--- config.mk ---
export PLATFORM = sky130hd
export DESIGN_NAME = powlib_ipsaxi_wrx_flat
export DESIGN_NICKNAME = d
export VERILOG_FILES = /design/src/rtl/powlib_ipsaxi_wrx_if.sv /design/src/rtl/powlib_ipsaxi_wrx.sv /design/src/flat_wrapper.sv
export SDC_FILE = /design/constraint.sdc
export NUM_CORES = 1
export LEC_CHECK = 0
export BUFFER_PORTS_ARGS = -buffer_cell sky130_fd_sc_hd__buf_2
export CAP_MARGIN = 0
export CORE_ASPECT_RATIO = 1.75
export CORE_UTILIZATION = 37
export DETAILED_ROUTE_END_ITERATION = 6
export GPL_ROUTABILITY_DRIVEN = 0
export HOLD_SLACK_MARGIN = 0.08
export PLACE_DENSITY_LB_ADDON = 0.12
export SYNTH_ARGS = -nofsm -noshare
export SYNTH_HDL_FRONTEND = slang
export SYNTH_SLANG_ARGS = --single-unit
--- constraint.sdc ---
create_clock -name clk -period 2.9 [get_ports clk]
set_clock_uncertainty 0.15 [all_clocks]
set_input_delay 0.145 -clock clk [delete_from_list [all_inputs] [get_ports clk]]
set_output_delay 0.145 -clock clk [all_outputs]
set_load 0.01 [all_outputs]
--- src/rtl/powlib_ipsaxi_wrx_if.sv ---
// AXI4 write-channel (AW/W/B) plus PLB write-beat bundle for powlib_ipsaxi_wrx.
// The slave modport is the front end's view; the master modport is the upstream/downstream view.
interface powlib_ipsaxi_wrx_if #(
  parameter int unsigned IDW   = 1,
  parameter int unsigned B_BPD = 4,
  parameter int unsigned B_AW  = 32
) ();
  localparam int unsigned B_DW = 8 * B_BPD;

  // AXI write address channel
  logic [IDW-1:0]   awid;
  logic [B_AW-1:0]  awaddr;
  logic [7:0]       awlen;
  logic [2:0]       awsize;
  logic [1:0]       awburst;
  logic             awvalid;
  logic             awready;
  // AXI write data channel
  logic [B_DW-1:0]  wdata;
  logic [B_BPD-1:0] wstrb;
  logic             wlast;
  logic             wvalid;
  logic             wready;
  // AXI write response channel
  logic [IDW-1:0]   bid;
  logic [1:0]       bresp;
  logic             bvalid;
  logic             bready;
  // PLB single-beat write stream
  logic [B_AW-1:0]  rdaddr;
  logic [B_DW-1:0]  rddata;
  logic [B_BPD-1:0] rdbe;
  logic             rdvld;
  logic             rdrdy;

  modport slave (
    input  awid, awaddr, awlen, awsize, awburst, awvalid,
    output awready,
    input  wdata, wstrb, wlast, wvalid,
    output wready,
    output bid, bresp, bvalid,
    input  bready,
    output rdaddr, rddata, rdbe, rdvld,
    input  rdrdy
  );

  modport master (
    output awid, awaddr, awlen, awsize, awburst, awvalid,
    input  awready,
    output wdata, wstrb, wlast, wvalid,
    input  wready,
    input  bid, bresp, bvalid,
    output bready,
    input  rdaddr, rddata, rdbe, rdvld,
    output rdrdy
  );
endinterface

--- src/rtl/powlib_ipsaxi_wrx.sv ---
// AXI4 write slave front end: splits AW/W bursts into single-beat PLB writes with
// FIXED/INCR(/WRAP) address generation, size/burst/WLAST checking and a 2-entry
// output buffer plus a 2-entry response buffer.
// Optional feature macro: POWLIB_IPSAXI_WRAP_EN enables WRAP bursts; without it WRAP
// bursts are treated as header errors (beats dropped, SLVERR).
module powlib_ipsaxi_wrx #(
  parameter int unsigned IDW   = 1,
  parameter int unsigned B_BPD = 4,
  parameter int unsigned B_AW  = 32
) (
  input logic                clk,
  input logic                rst,
  powlib_ipsaxi_wrx_if.slave bus
);
  localparam int unsigned B_DW  = 8 * B_BPD;
  localparam int unsigned MAXSZ = $clog2(B_BPD);
  localparam int unsigned OW    = B_AW + B_DW + B_BPD;
  localparam int unsigned RW    = IDW + 2;
  localparam logic [B_AW-1:0] AddrOne = B_AW'(1);

  typedef enum logic [0:0] {StIdle, StData} state_e;

  state_e           state_q, state_d;
  logic [IDW-1:0]   id_q, id_d;
  logic [B_AW-1:0]  addr_q, addr_d;
  logic [7:0]       len_q, len_d;
  logic [2:0]       size_q, size_d;
  logic [1:0]       burst_q, burst_d;
  logic [7:0]       cnt_q, cnt_d;
  logic             err_hdr_q, err_hdr_d;
  logic             err_wl_q, err_wl_d;
  logic             awready_q, awready_d;
  logic             wready_q, wready_d;

  // Buffers: entry 0 is the head presented on the outputs.
  logic [OW-1:0]    out_e0_q, out_e1_q;
  logic [1:0]       out_cnt_q, out_cnt_d;
  logic [RW-1:0]    rsp_e0_q, rsp_e1_q;
  logic [1:0]       rsp_cnt_q, rsp_cnt_d;

  logic             aw_hs, w_hs;
  logic             out_push, out_pop, rsp_push, rsp_pop;
  logic [OW-1:0]    out_new;
  logic [RW-1:0]    rsp_new;
  logic             hdr_err;
  logic             beat_last, wl_bad;
  logic [B_AW-1:0]  bytes, incr_addr, next_addr;
`ifdef POWLIB_IPSAXI_WRAP_EN
  logic [B_AW-1:0]  wrap_bytes, wrap_addr;
`endif

  assign bus.awready = awready_q;
  assign bus.wready  = wready_q;
  assign bus.rdvld   = (out_cnt_q != 2'd0);
  assign bus.bvalid  = (rsp_cnt_q != 2'd0);
  assign {bus.rdaddr, bus.rddata, bus.rdbe} = out_e0_q;
  assign {bus.bid, bus.bresp}               = rsp_e0_q;

  // Header legality of the incoming AW request.
  always_comb begin
    hdr_err = (bus.awsize > 3'(MAXSZ)) | (bus.awburst == 2'b11);
`ifdef POWLIB_IPSAXI_WRAP_EN
    if (bus.awburst == 2'b10) begin
      hdr_err = hdr_err | ~((bus.awlen == 8'd1) | (bus.awlen == 8'd3) |
                            (bus.awlen == 8'd7) | (bus.awlen == 8'd15));
    end
`else
    hdr_err = hdr_err | (bus.awburst == 2'b10);
`endif
  end

  // Address of the beat following the current one.
  always_comb begin
    bytes     = AddrOne << size_q;
    incr_addr = (addr_q & ~(bytes - AddrOne)) + bytes;
`ifdef POWLIB_IPSAXI_WRAP_EN
    wrap_bytes = (B_AW'(len_q) + AddrOne) * bytes;
    wrap_addr  = (addr_q & ~(wrap_bytes - AddrOne)) |
                 ((addr_q + bytes) & (wrap_bytes - AddrOne));
`endif
    case (burst_q)
      2'b01:   next_addr = incr_addr;
`ifdef POWLIB_IPSAXI_WRAP_EN
      2'b10:   next_addr = wrap_addr;
`endif
      default: next_addr = addr_q;
    endcase
  end

  // Burst FSM next state, buffer push/pop and next-cycle ready flags.
  always_comb begin
    state_d   = state_q;
    id_d      = id_q;
    addr_d    = addr_q;
    len_d     = len_q;
    size_d    = size_q;
    burst_d   = burst_q;
    cnt_d     = cnt_q;
    err_hdr_d = err_hdr_q;
    err_wl_d  = err_wl_q;
    out_push  = 1'b0;
    rsp_push  = 1'b0;
    aw_hs     = bus.awvalid & awready_q;
    w_hs      = bus.wvalid & wready_q;
    out_pop   = bus.rdvld & bus.rdrdy;
    rsp_pop   = bus.bvalid & bus.bready;
    beat_last = (cnt_q == len_q);
    wl_bad    = bus.wlast ^ beat_last;
    out_new   = {addr_q, bus.wdata, bus.wstrb};
    rsp_new   = {id_q, ((err_hdr_q | err_wl_q | wl_bad) ? 2'b10 : 2'b00)};

    unique case (state_q)
      StIdle: begin
        if (aw_hs) begin
          id_d      = bus.awid;
          addr_d    = bus.awaddr;
          len_d     = bus.awlen;
          size_d    = bus.awsize;
          burst_d   = bus.awburst;
          cnt_d     = 8'd0;
          err_hdr_d = hdr_err;
          err_wl_d  = 1'b0;
          state_d   = StData;
        end
      end
      StData: begin
        if (w_hs) begin
          out_push = ~err_hdr_q;
          addr_d   = next_addr;
          cnt_d    = cnt_q + 8'd1;
          err_wl_d = err_wl_q | wl_bad;
          // A short (early WLAST) or long (missing WLAST) burst still ends here.
          if (beat_last | bus.wlast) begin
            rsp_push = 1'b1;
            state_d  = StIdle;
          end
        end
      end
      default: state_d = StIdle;
    endcase

    out_cnt_d = out_cnt_q + {1'b0, out_push} - {1'b0, out_pop};
    rsp_cnt_d = rsp_cnt_q + {1'b0, rsp_push} - {1'b0, rsp_pop};
    awready_d = (state_d == StIdle) & (rsp_cnt_d != 2'd2);
    wready_d  = (state_d == StData) & (err_hdr_d | (out_cnt_d != 2'd2));
  end

  // State, registered handshake outputs and buffer storage.
  always_ff @(posedge clk or negedge rst) begin
    if (!rst) begin
      state_q   <= StIdle;
      id_q      <= '0;
      addr_q    <= '0;
      len_q     <= '0;
      size_q    <= '0;
      burst_q   <= '0;
      cnt_q     <= '0;
      err_hdr_q <= 1'b0;
      err_wl_q  <= 1'b0;
      awready_q <= 1'b0;
      wready_q  <= 1'b0;
      out_e0_q  <= '0;
      out_e1_q  <= '0;
      out_cnt_q <= '0;
      rsp_e0_q  <= '0;
      rsp_e1_q  <= '0;
      rsp_cnt_q <= '0;
    end else begin
      state_q   <= state_d;
      id_q      <= id_d;
      addr_q    <= addr_d;
      len_q     <= len_d;
      size_q    <= size_d;
      burst_q   <= burst_d;
      cnt_q     <= cnt_d;
      err_hdr_q <= err_hdr_d;
      err_wl_q  <= err_wl_d;
      awready_q <= awready_d;
      wready_q  <= wready_d;
      out_cnt_q <= out_cnt_d;
      rsp_cnt_q <= rsp_cnt_d;
      // Push is never offered at count 2, so pop+push only happens at count 1.
      if (out_pop) begin
        out_e0_q <= (out_push && out_cnt_q == 2'd1) ? out_new : out_e1_q;
      end else if (out_push) begin
        if (out_cnt_q == 2'd0) out_e0_q <= out_new;
        else                   out_e1_q <= out_new;
      end
      if (rsp_pop) begin
        rsp_e0_q <= (rsp_push && rsp_cnt_q == 2'd1) ? rsp_new : rsp_e1_q;
      end else if (rsp_push) begin
        if (rsp_cnt_q == 2'd0) rsp_e0_q <= rsp_new;
        else                   rsp_e1_q <= rsp_new;
      end
    end
  end
endmodule

--- src/flat_wrapper.sv ---
// flat-port wrapper written by rule: the top's interface ports become plain ports
module powlib_ipsaxi_wrx_flat 
#(
  parameter int unsigned IDW   = 1,
  parameter int unsigned B_BPD = 4,
  parameter int unsigned B_AW  = 32
)
  (clk, rst, bus_awid, bus_awaddr, bus_awlen, bus_awsize, bus_awburst, bus_awvalid, bus_awready, bus_wdata, bus_wstrb, bus_wlast, bus_wvalid, bus_wready, bus_bid, bus_bresp, bus_bvalid, bus_bready, bus_rdaddr, bus_rddata, bus_rdbe, bus_rdvld, bus_rdrdy);
  powlib_ipsaxi_wrx_if #(.IDW(IDW), .B_BPD(B_BPD), .B_AW(B_AW)) bus_i ();
  input logic clk;
  input logic rst;
  input wire logic [$bits(bus_i.awid)-1:0] bus_awid;
  input wire logic [$bits(bus_i.awaddr)-1:0] bus_awaddr;
  input wire logic [$bits(bus_i.awlen)-1:0] bus_awlen;
  input wire logic [$bits(bus_i.awsize)-1:0] bus_awsize;
  input wire logic [$bits(bus_i.awburst)-1:0] bus_awburst;
  input wire logic [$bits(bus_i.awvalid)-1:0] bus_awvalid;
  output wire logic [$bits(bus_i.awready)-1:0] bus_awready;
  input wire logic [$bits(bus_i.wdata)-1:0] bus_wdata;
  input wire logic [$bits(bus_i.wstrb)-1:0] bus_wstrb;
  input wire logic [$bits(bus_i.wlast)-1:0] bus_wlast;
  input wire logic [$bits(bus_i.wvalid)-1:0] bus_wvalid;
  output wire logic [$bits(bus_i.wready)-1:0] bus_wready;
  output wire logic [$bits(bus_i.bid)-1:0] bus_bid;
  output wire logic [$bits(bus_i.bresp)-1:0] bus_bresp;
  output wire logic [$bits(bus_i.bvalid)-1:0] bus_bvalid;
  input wire logic [$bits(bus_i.bready)-1:0] bus_bready;
  output wire logic [$bits(bus_i.rdaddr)-1:0] bus_rdaddr;
  output wire logic [$bits(bus_i.rddata)-1:0] bus_rddata;
  output wire logic [$bits(bus_i.rdbe)-1:0] bus_rdbe;
  output wire logic [$bits(bus_i.rdvld)-1:0] bus_rdvld;
  input wire logic [$bits(bus_i.rdrdy)-1:0] bus_rdrdy;
  assign bus_i.awid = bus_awid;
  assign bus_i.awaddr = bus_awaddr;
  assign bus_i.awlen = bus_awlen;
  assign bus_i.awsize = bus_awsize;
  assign bus_i.awburst = bus_awburst;
  assign bus_i.awvalid = bus_awvalid;
  assign bus_awready = bus_i.awready;
  assign bus_i.wdata = bus_wdata;
  assign bus_i.wstrb = bus_wstrb;
  assign bus_i.wlast = bus_wlast;
  assign bus_i.wvalid = bus_wvalid;
  assign bus_wready = bus_i.wready;
  assign bus_bid = bus_i.bid;
  assign bus_bresp = bus_i.bresp;
  assign bus_bvalid = bus_i.bvalid;
  assign bus_i.bready = bus_bready;
  assign bus_rdaddr = bus_i.rdaddr;
  assign bus_rddata = bus_i.rddata;
  assign bus_rdbe = bus_i.rdbe;
  assign bus_rdvld = bus_i.rdvld;
  assign bus_i.rdrdy = bus_rdrdy;
  powlib_ipsaxi_wrx #(.IDW(IDW), .B_BPD(B_BPD), .B_AW(B_AW)) u_core (.clk(clk), .rst(rst), .bus(bus_i));
endmodule
After elaboration in Yosys (flattened, before gate mapping):

Cells that the tools add are included.
Widths: inputs -> output; s select.

* add/subtract/negate cells: 7
* $mul: 0
* divide/modulo/power cells: 0
* magnitude comparators: 1
* equal/unequal tests: 11
* shift-type cells: 1
* multiplexer cells: 30
* bitwise logic cells: 23
* reduce and logical (&&, ||, !) cells: 17

Operators by type and width (number)
* $mux 68: 4
* $mux 32: 3
* $pmux 32 s2: 1
* $add 32x32->32: 1
* $and 32x32->32: 1
* $not 32->32: 1
* $shl 1x3->32 const A: 1
* $sub 32x1->32 const B: 1
* $mux 8: 2
* $pmux 8 s2: 1
* $mux 1: 12
* $mux 3: 4
* $reduce_bool 2->1: 6
* $reduce_and 3->1: 3
* $add 8x1->8 const B: 1
* $eq 8x8->1: 1
* $ne 2x2->1 const B: 4
* $reduce_and 2->1: 4
* $not 1->1: 7
* $or 1x1->1: 7
* $and 1x1->1: 6
* $eq 2x1->1 const B: 3
* $add 2x1->2: 2
* $eq 2x2->1 const B: 2
* other kinds (8): 12

* bits in registers: 205
* bits in latches: 0
* bits in writable memories: 0
* memory bits (read-only): 0
* input bits: 89
* memories kept: 0

Depth between registers and ports, before layout:

Gate-level depths: netlist (run 1).

* depth in word-level cells: 9
* depth in mapped cells: 14

Least setup slack after synthesis (run 1):

No wires, ideal clock.

* kind: register -> register
* start: register u_core.size_q[0]
* end: register u_core.addr_q[11]
* library setup time: 131 ps
* data arrival time: 2689 ps
* data required time: 2619 ps
* path slack: -71 ps
* stages on the path, launching flop included: 13
* path buffers: 1
* path through: dfrtp_1 -> buf_6 -> clkinv_1 -> nor2_1 -> inv_1 -> ha_1 -> and2_1 -> ha_1 -> o21ai_1 -> a211oi_4 -> nor2_2 -> o211ai_1 -> or3b_1

* longest elaborated chain between the ends: 8

Ends and longest elaborated chain
* start: declaration: line powlib_ipsaxi_wrx.sv:27 `logic [2:0] size_q, size_d;`
* start signal: assignment: line powlib_ipsaxi_wrx.sv:173 `size_q <= size_d;`
* $shl 1x3->32 (*): line powlib_ipsaxi_wrx.sv:74 `bytes = AddrOne << size_q;`
* $sub 32x1->32: line powlib_ipsaxi_wrx.sv:75 `incr_addr = (addr_q & ~(bytes - AddrOne)) + bytes;`
* $not 32->32: line powlib_ipsaxi_wrx.sv:75
* $and 32x32->32: line powlib_ipsaxi_wrx.sv:75
* $add 32x32->32 (*): line powlib_ipsaxi_wrx.sv:75
* $mux 32 (*): line powlib_ipsaxi_wrx.sv:81 `case (burst_q)`
* $mux 32 (*): line powlib_ipsaxi_wrx.sv:127 `if (w_hs) begin`
* $pmux 32 s2 (*): line powlib_ipsaxi_wrx.sv:112 `unique case (state_q)`
* end signal: assignment: line powlib_ipsaxi_wrx.sv:171 `addr_q <= addr_d;`
* end: declaration: line powlib_ipsaxi_wrx.sv:25 `logic [B_AW-1:0] addr_q, addr_d;`

Mark *: on every way between the ends. The rest lies on a longest branch, timed or not. The select of a mux whose other input is x is not followed.
A chain may end at the register's enable or synchronous reset.

Worst setup path in the final report (run 1):

* start: register u_core.size_q[2]
* end: register u_core.addr_q[12]

The elaborated chain is that of the path after synthesis.

==> flow_summary_export.csv, run 1 <==
group,metric,value,unit
status,status,"finished, violations left",
global_route,grt_overflow,0,
floorplanning,placementRows,78,
critical_path,cp-start-kind,"flop",
logic_synthesis,synth_compound_area_share,12.7,%
min_path,hp-class,"in -> async",
logic_synthesis,synth_top_area_share,51.4,%
status,violations,"DRC",
finish,fin_nets,1288,
logic_synthesis,synthDistinctLibCells,76,
logic_synthesis,synth_area_leaders,"dfrtp_1, mux2_2, mux2i_1",
critical_path,rr_startpoint,"u_core.size_q[2]",
timing,min_period,2.80,ns
pwr,vdd.ir_drop.worst,534,µV
pwr,powerDensity,977,nW/µm²
critical_path,critPathRequiredTime,3.14,ns
global_route,antenna_found_initial,0,
logic_synthesis,synth_top_cells_by_count,"dfrtp_1, nand2_1, o21ai_0",
timing,fmax,0.357,GHz
global_route,grt_pass1_vias,7735,
critical_path,path_cells,"nand2_2, nor2_2, inv_1, ha_1, and2_1, ha_4, and3_1, a31oi_2, o21ai_4, nor2_4, buf_4, o31a_1, a21oi_1",
floorplanning,dieArea,27400,µm²
critical_path,slowest_stage,"dfrtp_1",
clock_network,cts_buffer_depth,3,
timing,timing.hold.ws,0.0877,ns
drt,routed.top_layer,"met4",
logic_synthesis,yosysWarnings,0,
clock_network,clk_pin_slew,0.06,ns
critical_path,reg2reg_to,"u_core.addr_q[12]",
floorplanning,start_util,37.9,%
logic_synthesis,seq_area_frac_synth,51.4,%
logic_synthesis,synth_edf_count,0,
drt,wl,26.2,mm
logic_synthesis,synth_xor_area_share,2.13,%
timing,max_slew_margin,38.5,%
drt,wl_met2,13.7,mm
clock_network,tritoncts,"built",
clock_network,clock_latency,0.51,ns
global_route,grt_max_degree,86,
drt,firstDrtPassIters,7,
critical_path,max_stage_delay,0.36,ns
critical_path,critPathBufInv,2,
drt,final_antenna_net_count,0,
logic_synthesis,syn_nets,1042,
timing,tightest_slew,0.923,ns
placement,hpwl,17.8,mm
floorplanning,io_pins,164,
timing,finalHoldViolCount,0,
logic_synthesis,synth_simple_gate_area_share,13.6,%
drt,vias_per_cell,5.09,
critical_path,critical_path_class,"reg -> reg",
job,max_cap_violations,0,
critical_path,cp.arrival,3.04,ns
critical_path,rr_worst_depth,13,
timing,post-route-period-util,96.6,%
clock_network,cts.sinks,203,
finish,antennaDiodeCount,0,
logic_synthesis,async_flop_share,100,%
drt,drcViolationCount,16,
logic_synthesis,synth_cells,943,
floorplanning,die_w,126,µm
timing,finalSetupViolCount,0,
logic_synthesis,ys_ff_latch,203,
logic_synthesis,synth_top_family_by_area,"multiplexers",
timing,final.setup.tns,0,ns
clock_network,root_buffer,"clkbuf_16",
logic_synthesis,synthAdderAreaFrac,1.27,%
drt,m1WireLength,10.8,mm
logic_synthesis,yosysTopAreaCell,"dfrtp_1",
pwr,power,12.5,mW
critical_path,worst-path-max-fanout,5,
critical_path,r2r_setup_slack,0.1,ns
logic_synthesis,synth_area,9890,µm²
drt,wl_per_cell,17.2,µm
logic_synthesis,synth_ff_type,"dfrtp_1",
drt,drt-initial-drc-count,279,
critical_path,path_delay_family,"simple AND/OR/NAND/NOR gates",
clock_network,cts_max_level,1,
logic_synthesis,synth_mux_area_share,15.1,%
global_route,grt_use_total,19.3,%
drt,wl_met3,932,µm
finish,syn_to_final_growth,29.2,%
global_route,grt_pass1_wl,41.7,mm
critical_path,endpoint_kind,"flop",
pwr,p_leak,5.91,nW
drt,via_count,7750,
floorplanning,fp.dieH,218,µm
logic_synthesis,avgSynthCellArea,10.5,µm²
clock_network,cts_inserted_buffers,21,
logic_synthesis,synth.most_common_cell,"dfrtp_1",
finish,drive_gt1_share,27.8,%
floorplanning,coreArea,26100,µm²
placement,io_buffers,162,
timing,maxSlewViolCount,0,
==> power breakdown <==
group | internal [mW] | switching (mW) | leakage, nW
registers | 4.08 | 0.944 | 2.55
clock network | 1.51 | 1.13 | 0.319
logic | 2.23 | 2.60 | 3.04
total | 7.82 | 4.67 | 5.91
==> final cells by class <==
type                    instances  area, µm²
clock buffers                  31        593
clock inverters                 6       61.3
multi-input cells             657       4530
flip-flops and latches        203       5080
fillers                      2457      13300
inverters                      22       83.8
repair buffers                284       2030
well taps                     320        400
==> metal layers <==
| metal | track usage, % | vias to the layer above |
|---|---|---|
| li1 | - | 3836 |
| met1 | 22.7 | 3709 |
| met2 | 35.6 | 167 |
| met3 | 2.25 | 38 |
| met4 | 7.64 | 0 |
| met5 | 0 | - |
==> worst max-delay path by stage <==
stage | cells past startpoint | slack, ns | end | from
2_1_floorplan | 12 | 0.03 | u_core.addr_q[11] | u_core.size_q[2]
3_3_place_gp | 12 | 0.1 | u_core.addr_q[8] | u_core.size_q[0]
3_5_place_dp | 12 | -0.005 | u_core.addr_q[28] | u_core.size_q[0]
4_1_cts | 12 | -0.02 | u_core.addr_q[28] | u_core.size_q[1]
5_1_grt | 13 | -0.02 | u_core.addr_q[14] | u_core.size_q[2]
6_report | 13 | 0.1 | u_core.addr_q[12] | u_core.size_q[2]
==> registers in the layout, summed over array words and instances (netlist names) <==
signal and count:
u_core.err_wl_q 1, u_core.size_q 3, u_core.state_q 1, u_core.bus.wready 1, u_core.cnt_q 8, u_core.out_e0_q 68, u_core.burst_q 2, u_core.addr_q 32
u_core.rsp_cnt_q 2, u_core.rsp_e0_q 2, u_core.out_e1_q 68, u_core.out_cnt_q 2, u_core.id_q 1, u_core.bus.awready 1, u_core.err_hdr_q 1, u_core.rsp_e1_q 2
u_core.len_q 8
==> per-stage QoR <==
stage | setup slack, ns | instance area (µm²) | cells | util [%]
floorplan | 0.0336 | 9890 | 943 | -
global placement | 0.0963 | 11100 | 1393 | 42.7
detailed placement | -0.00507 | 11100 | 1393 | 42.7
CTS | -0.0230 | 12700 | 1517 | 48.6
global route | -0.0215 | 12800 | 1523 | 49.0
finish | 0.0985 | 12800 | 1523 | 49.0
==> cells in the final DEF (no fill, tap or decap), types with 6 or more instances in the layout <==
cell type,synthesis,routed
nand4_1,8,8
buf_2,22,161
mux2_2,70,70
mux2i_1,70,70
clkbuf_1,32,7
clkbuf_16,0,21
nor3_1,18,18
nand3_1,16,16
xor2_1,14,14
ha_1,10,8
inv_1,21,21
nor4_1,8,7
o21ai_0,91,91
a31oi_1,9,8
o22ai_1,16,15
dfrtp_1,203,203
nor2_1,41,39
xnor2_1,10,10
o211ai_1,7,7
nand2_1,137,136
dlygate4sd3_1,0,87
a21oi_1,30,29
buf_4,3,29
buf_12,0,6
and3_1,8,8
==> cell families (layout without fill, tap and decap cells) <==
group / Yosys count / in the layout
muxes: 140 / 140
DFF: 203 / 203
other: 1 / 1
and+or+nand+nor: 277 / 278
adders and majority gates: 10 / 10
xor gates and xnor gates: 24 / 24
buffers and inverters: 84 / 343
AOI/OAI and AO/OA: 204 / 204
==> what timing repair did <==
action / 4_1_cts / 5_1_grt
cloned: 0 / 1
resized for setup: 0 / 14
hold buffers: 87 / 0
endpoints found under the hold margin: 208 / 0
setup buffers: 0 / 5
pin swaps: 0 / 7
endpoints found under the setup margin: 1 / 23
(Power assumes the default switching activity.)
==> inputs of run 2 (changes only) <==
CAP_MARGIN = default   (was 0)
REMOVE_ABC_BUFFERS = 1   (was default)
==> flow_summary_export.csv, run 2 (synthesis gave the netlist of run 1 again) <==
group,metric,value,unit
drt,firstDrtPassIters,7,
placement,placed_cell_area,11100,µm²
drt,drcViolationCount,16,
floorplanning,io_pins,164,
floorplanning,start_util,37.9,%
finish,syn_to_final_growth,31.9,%
timing,min_period,2.77,ns
critical_path,cp.arrival,3.06,ns
floorplanning,die_w,126,µm
timing,max_slew_margin,48.5,%
drt,final_antenna_net_count,0,
global_route,antenna_found_initial,0,
clock_network,cts.sinks,203,
timing,tightest_slew,0.773,ns
finish,final_common_cell,"dfrtp_1",
status,status,"finished, violations left",
drt,wl,25.7,mm
finish,reg_top3,"u_core.out_e0_q x68, u_core.out_e1_q x68, u_core.addr_q x32",
finish,antennaDiodeCount,0,
clock_network,cts_buffer_depth,3,
global_route,grt_max_degree,137,
finish,final_cell_mix,"dfrtp_1, buf_2, nand2_1, dlygate4sd3_1, o21ai_0",
placement,hpwl,17.0,mm
drt,via_count,7888,
critical_path,endpoint_kind,"flop",
min_path,hp-class,"in -> async",
critical_path,worst-path-max-fanout,9,
timing,fmax,0.362,GHz
pwr,power,13.1,mW
clock_network,cts_max_level,1,
critical_path,critical_path_class,"reg -> reg",
timing,finalHoldViolCount,0,
finish,fin_nets,1297,
finish,drive_gt1_share,27.5,%
status,violations,"DRC",
global_route,grt_use_total,19.2,%
clock_network,cts_inserted_buffers,22,
timing,maxSlewViolCount,0,
clock_network,tritoncts,"built",
floorplanning,placementRows,78,
timing,post-route-period-util,95.4,%
drt,drt-initial-drc-count,328,
job,max_cap_violations,0,
floorplanning,fp.dieH,218,µm
global_route,grt_pass1_wl,42.1,mm
floorplanning,dieArea,27400,µm²
pwr,p_leak,6.04,nW
clock_network,clock_latency,0.52,ns
critical_path,critPathRequiredTime,3.19,ns
finish,design_area,13000,µm²
pwr,vdd.ir_drop.worst,656,µV
global_route,grt_pass1_vias,8102,
drt,vias_per_cell,5.14,
drt,wl_per_cell,16.8,µm
clock_network,clk_pin_slew,0.06,ns
floorplanning,coreArea,26100,µm²
pwr,powerDensity,1000,nW/µm²
clock_network,root_buffer,"clkbuf_16",
global_route,grt_overflow,0,
timing,finalSetupViolCount,0,
placement,io_buffers,162,
critical_path,cp-start-kind,"flop",
-- run 2: layer usage --
metal	global-route usage, %	up-vias	wire length, µm
met5	0	-	0
met2	36.0	164	13600
li1	-	3848	-
met1	21.9	3835	10400
met4	7.48	0	739
met3	2.52	41	969
-- run 2: final timing paths --
kind                                      from                   to  slack [ns]  cells after the start
min in group clk                     bus_rdrdy  u_core.out_e1_q[54]        0.19                      4
setup / recovery              u_core.size_q[1]    u_core.addr_q[10]        0.13                     12
setup reg to reg              u_core.size_q[1]    u_core.addr_q[10]        0.13                     12
hold reg to reg            u_core.out_e0_q[30]  u_core.out_e0_q[30]        0.32                      2
max in group asynchronous                  rst   u_core.out_e0_q[9]        2.06                      3
hold / removal                             rst      u_core.len_q[6]        0.09                      3
-- run 2: worst max-delay path, stage by stage, from the launching register on --
cell and delay [ns]:
dfrtp_1 0.39, nand2_2 0.10, buf_4 0.13, nor2_1 0.04, ha_1 0.27, and2_1 0.19, ha_4 0.32, and3_1 0.15
a31oi_1 0.09, o21ai_2 0.14, nor2_4 0.12, or4_1 0.52, nand3_1 0.09
-- run 2: cell type report --
cell class / instances / area (µm²)
flip-flops and latches: 203 / 5080
fillers: 2446 / 13000
multi-input cells: 656 / 4500
clock inverters: 10 / 185
repair buffers: 293 / 2150
clock buffers: 30 / 642
inverters: 22 / 82.6
well taps: 320 / 400
-- run 2: repair_timing --
| item | CTS | global route |
|---|---|---|
| endpoints found under the hold margin | 331 | 0 |
| hold buffers | 99 | 0 |
| buffers inserted | 1 | 2 |
| resized for setup | 2 | 10 |
| endpoints found under the setup margin | 8 | 23 |
| pin swaps | 2 | 4 |
-- run 2: report_power, final --
part | internal [mW] | switching, mW | leakage, nW | total, mW
Clock | 2.00 | 1.18 | 0.403 | 3.18
Sequential | 4.08 | 0.926 | 2.55 | 5.01
Combinational | 2.32 | 2.59 | 3.09 | 4.91
Total | 8.40 | 4.69 | 6.04 | 13.1
-- run 2: through the flow --
stage | worst slack, ns | std cells | utilization, % | setup TNS [ns] | hold WS [ns]
floorplan | -3.20 | 881 | - | -418.38 | -0.301
global placement | 0.0320 | 1392 | 42.7 | 0 | 0.00307
detailed placement | -0.0667 | 1392 | 42.7 | -0.226 | 0.000446
CTS | -0.00744 | 1532 | 49.8 | -0.00744 | 0.0914
global route | -0.00556 | 1534 | 50.0 | -0.00985 | 0.109
finish | 0.135 | 1534 | 50.0 | 0 | 0.0879
==> inputs of run 3 (changes only) <==
BUFFER_PORTS_ARGS = -buffer_cell sky130_fd_sc_hd__buf_4   (was -buffer_cell sky130_fd_sc_hd__buf_2)
==> flow_summary_export.csv, run 3 (synthesis gave the netlist of run 1 again) <==
group,metric,value,unit
status,status,"finished, violations left",
status,violations,"DRC",
critical_path,cp-start-kind,"flop",
drt,wl_per_cell,16.7,µm
floorplanning,io_pins,164,
finish,fin_nets,1297,
clock_network,tritoncts,"built",
global_route,grt_max_degree,137,
finish,drive_gt1_share,27.5,%
timing,grt_setup_unrepaired,"yes",
critical_path,critPathBufInv,2,
critical_path,cp.depth,13,
timing,finalSetupViolCount,0,
floorplanning,fp.dieH,218,µm
drt,drt-initial-drc-count,288,
timing,fmax,0.359,GHz
timing,maxSlewViolCount,0,
critical_path,path_delay_family,"simple AND/OR/NAND/NOR gates",
floorplanning,dieArea,27400,µm²
drt,final_antenna_net_count,0,
finish,regArea,5080,µm²
pwr,power,13.3,mW
drt,wl,25.6,mm
timing,finalHoldViolCount,0,
timing,max_slew_margin,42.1,%
placement,hpwl,16.9,mm
pwr,vdd.ir_drop.worst,589,µV
clock_network,clk_pin_slew,0.06,ns
critical_path,endpoint_kind,"flop",
floorplanning,coreArea,26100,µm²
drt,drcViolationCount,16,
drt,vias_per_cell,5.15,
finish,final_common_cell,"dfrtp_1",
clock_network,clock_latency,0.51,ns
critical_path,critPathRequiredTime,3.13,ns
critical_path,critical_path_class,"reg -> reg",
finish,multi_input_area,4520,µm²
drt,via_count,7883,
floorplanning,die_w,126,µm
pwr,powerDensity,988,nW/µm²
global_route,grt_pass1_wl,41.6,mm
critical_path,worst-path-max-fanout,8,
timing,min_period,2.79,ns
clock_network,cts.sinks,203,
drt,firstDrtPassIters,6,
min_path,hp-class,"in -> async",
finish,final_cell_mix,"dfrtp_1, buf_4, nand2_1, dlygate4sd3_1, o21ai_0",
global_route,grt_pass1_vias,8039,
timing,post-route-period-util,96.0,%
job,max_cap_violations,0,
critical_path,path_cells,"nand2_2, buf_4, nor2_2, ha_1, and2_1, ha_4, and3_1, a31oi_2, o21ai_4, nor2_4, buf_6, mux2i_1, a21oi_1",
global_route,antenna_found_initial,0,
timing,tightest_slew,0.869,ns
clock_network,root_buffer,"clkbuf_16",
floorplanning,start_util,37.9,%
critical_path,rr_worst_depth,13,
finish,syn_to_final_growth,35.8,%
pwr,p_leak,6.14,nW
clock_network,cts_inserted_buffers,22,
clock_network,cts_max_level,1,
critical_path,max_stage_delay,0.39,ns
timing,timing.hold.ws,0.105,ns
critical_path,slowest_stage,"dfrtp_1",
finish,antennaDiodeCount,0,
global_route,grt_overflow,0,
finish,fillers,2421,
finish,reg_top3,"u_core.out_e0_q x68, u_core.out_e1_q x68, u_core.addr_q x32",
critical_path,cp.arrival,3.02,ns
placement,io_buffers,162,
floorplanning,placementRows,78,
global_route,grt_use_total,19.0,%
clock_network,cts_buffer_depth,3,
## run 3: changes by cell type in the layout (fill, tap and decap cells not counted), moves of 2 or more
cell,change
buf_2,-161
clkinv_4,-2
buf_6,+2
buf_4,+158
## run 3: path summary, 6_finish.rpt
kind	startpoint	end	slack [ns]
setup / recovery	u_core.size_q[1]	u_core.addr_q[8]	0.11
hold / removal	rst	u_core.out_cnt_q[0]	0.11
setup reg to reg	u_core.size_q[1]	u_core.addr_q[8]	0.11
hold reg to reg	u_core.out_e0_q[30]	u_core.out_e0_q[30]	0.33
max in group asynchronous	rst	u_core.addr_q[6]	2.10
min in group clk	bus_rdrdy	u_core.out_e1_q[53]	0.18
## run 3: metal layers
metal / global-route usage (%) / vias up / part of all wire (%)
li1: - / 3858 / -
met1: 21.9 / 3835 / 41
met2: 35.8 / 152 / 54
met3: 2.13 / 38 / 3.4
met4: 6.87 / 0 / 2.3
met5: 0 / - / 0
## run 3: stage by stage
step | utilization [%] | cells | cell area [µm²] | setup TNS, ns | worst slack (ns)
final | 51.5 | 1532 | 13400 | 0 | 0.115
after global routing | 51.5 | 1532 | 13400 | -0.0111 | -0.0111
after CTS | 51.3 | 1530 | 13400 | 0 | 0.0309
after detailed placement | 44.3 | 1391 | 11500 | -0.147 | -0.0655
after global placement | 44.3 | 1391 | 11500 | 0 | 0.0293
after floorplan | - | 881 | 9590 | -418.38 | -3.20
## run 3: final cells by class
| type | instances | area share (%) |
|---|---|---|
| clock inverter | 8 | 1.09 |
| multi-input combinational | 656 | 33.6 |
| tap | 320 | 2.98 |
| timing repair buffer | 293 | 19.1 |
| clock buffer | 30 | 4.71 |
| inverter | 22 | 0.615 |
| sequential | 203 | 37.8 |
## run 3: timing repair
action,4_1_cts,5_1_grt
buffers inserted,2,2
endpoints found under the setup margin,8,22
resized for setup,3,14
hold endpoints to repair,333,0
pin swaps,3,5
hold buffers,99,0
## run 3: power by group
| part | switching [mW] | internal [mW] | leakage (nW) | total [mW] |
|---|---|---|---|---|
| combinational | 2.62 | 2.60 | 3.21 | 5.21 |
| clock | 1.16 | 1.88 | 0.384 | 3.04 |
| sequential | 0.930 | 4.08 | 2.55 | 5.01 |
## run 3: tightest hold or removal path, delay by kind of cell
family / cells / cell delay, ns
buffers and inverters: 3 / 1.01
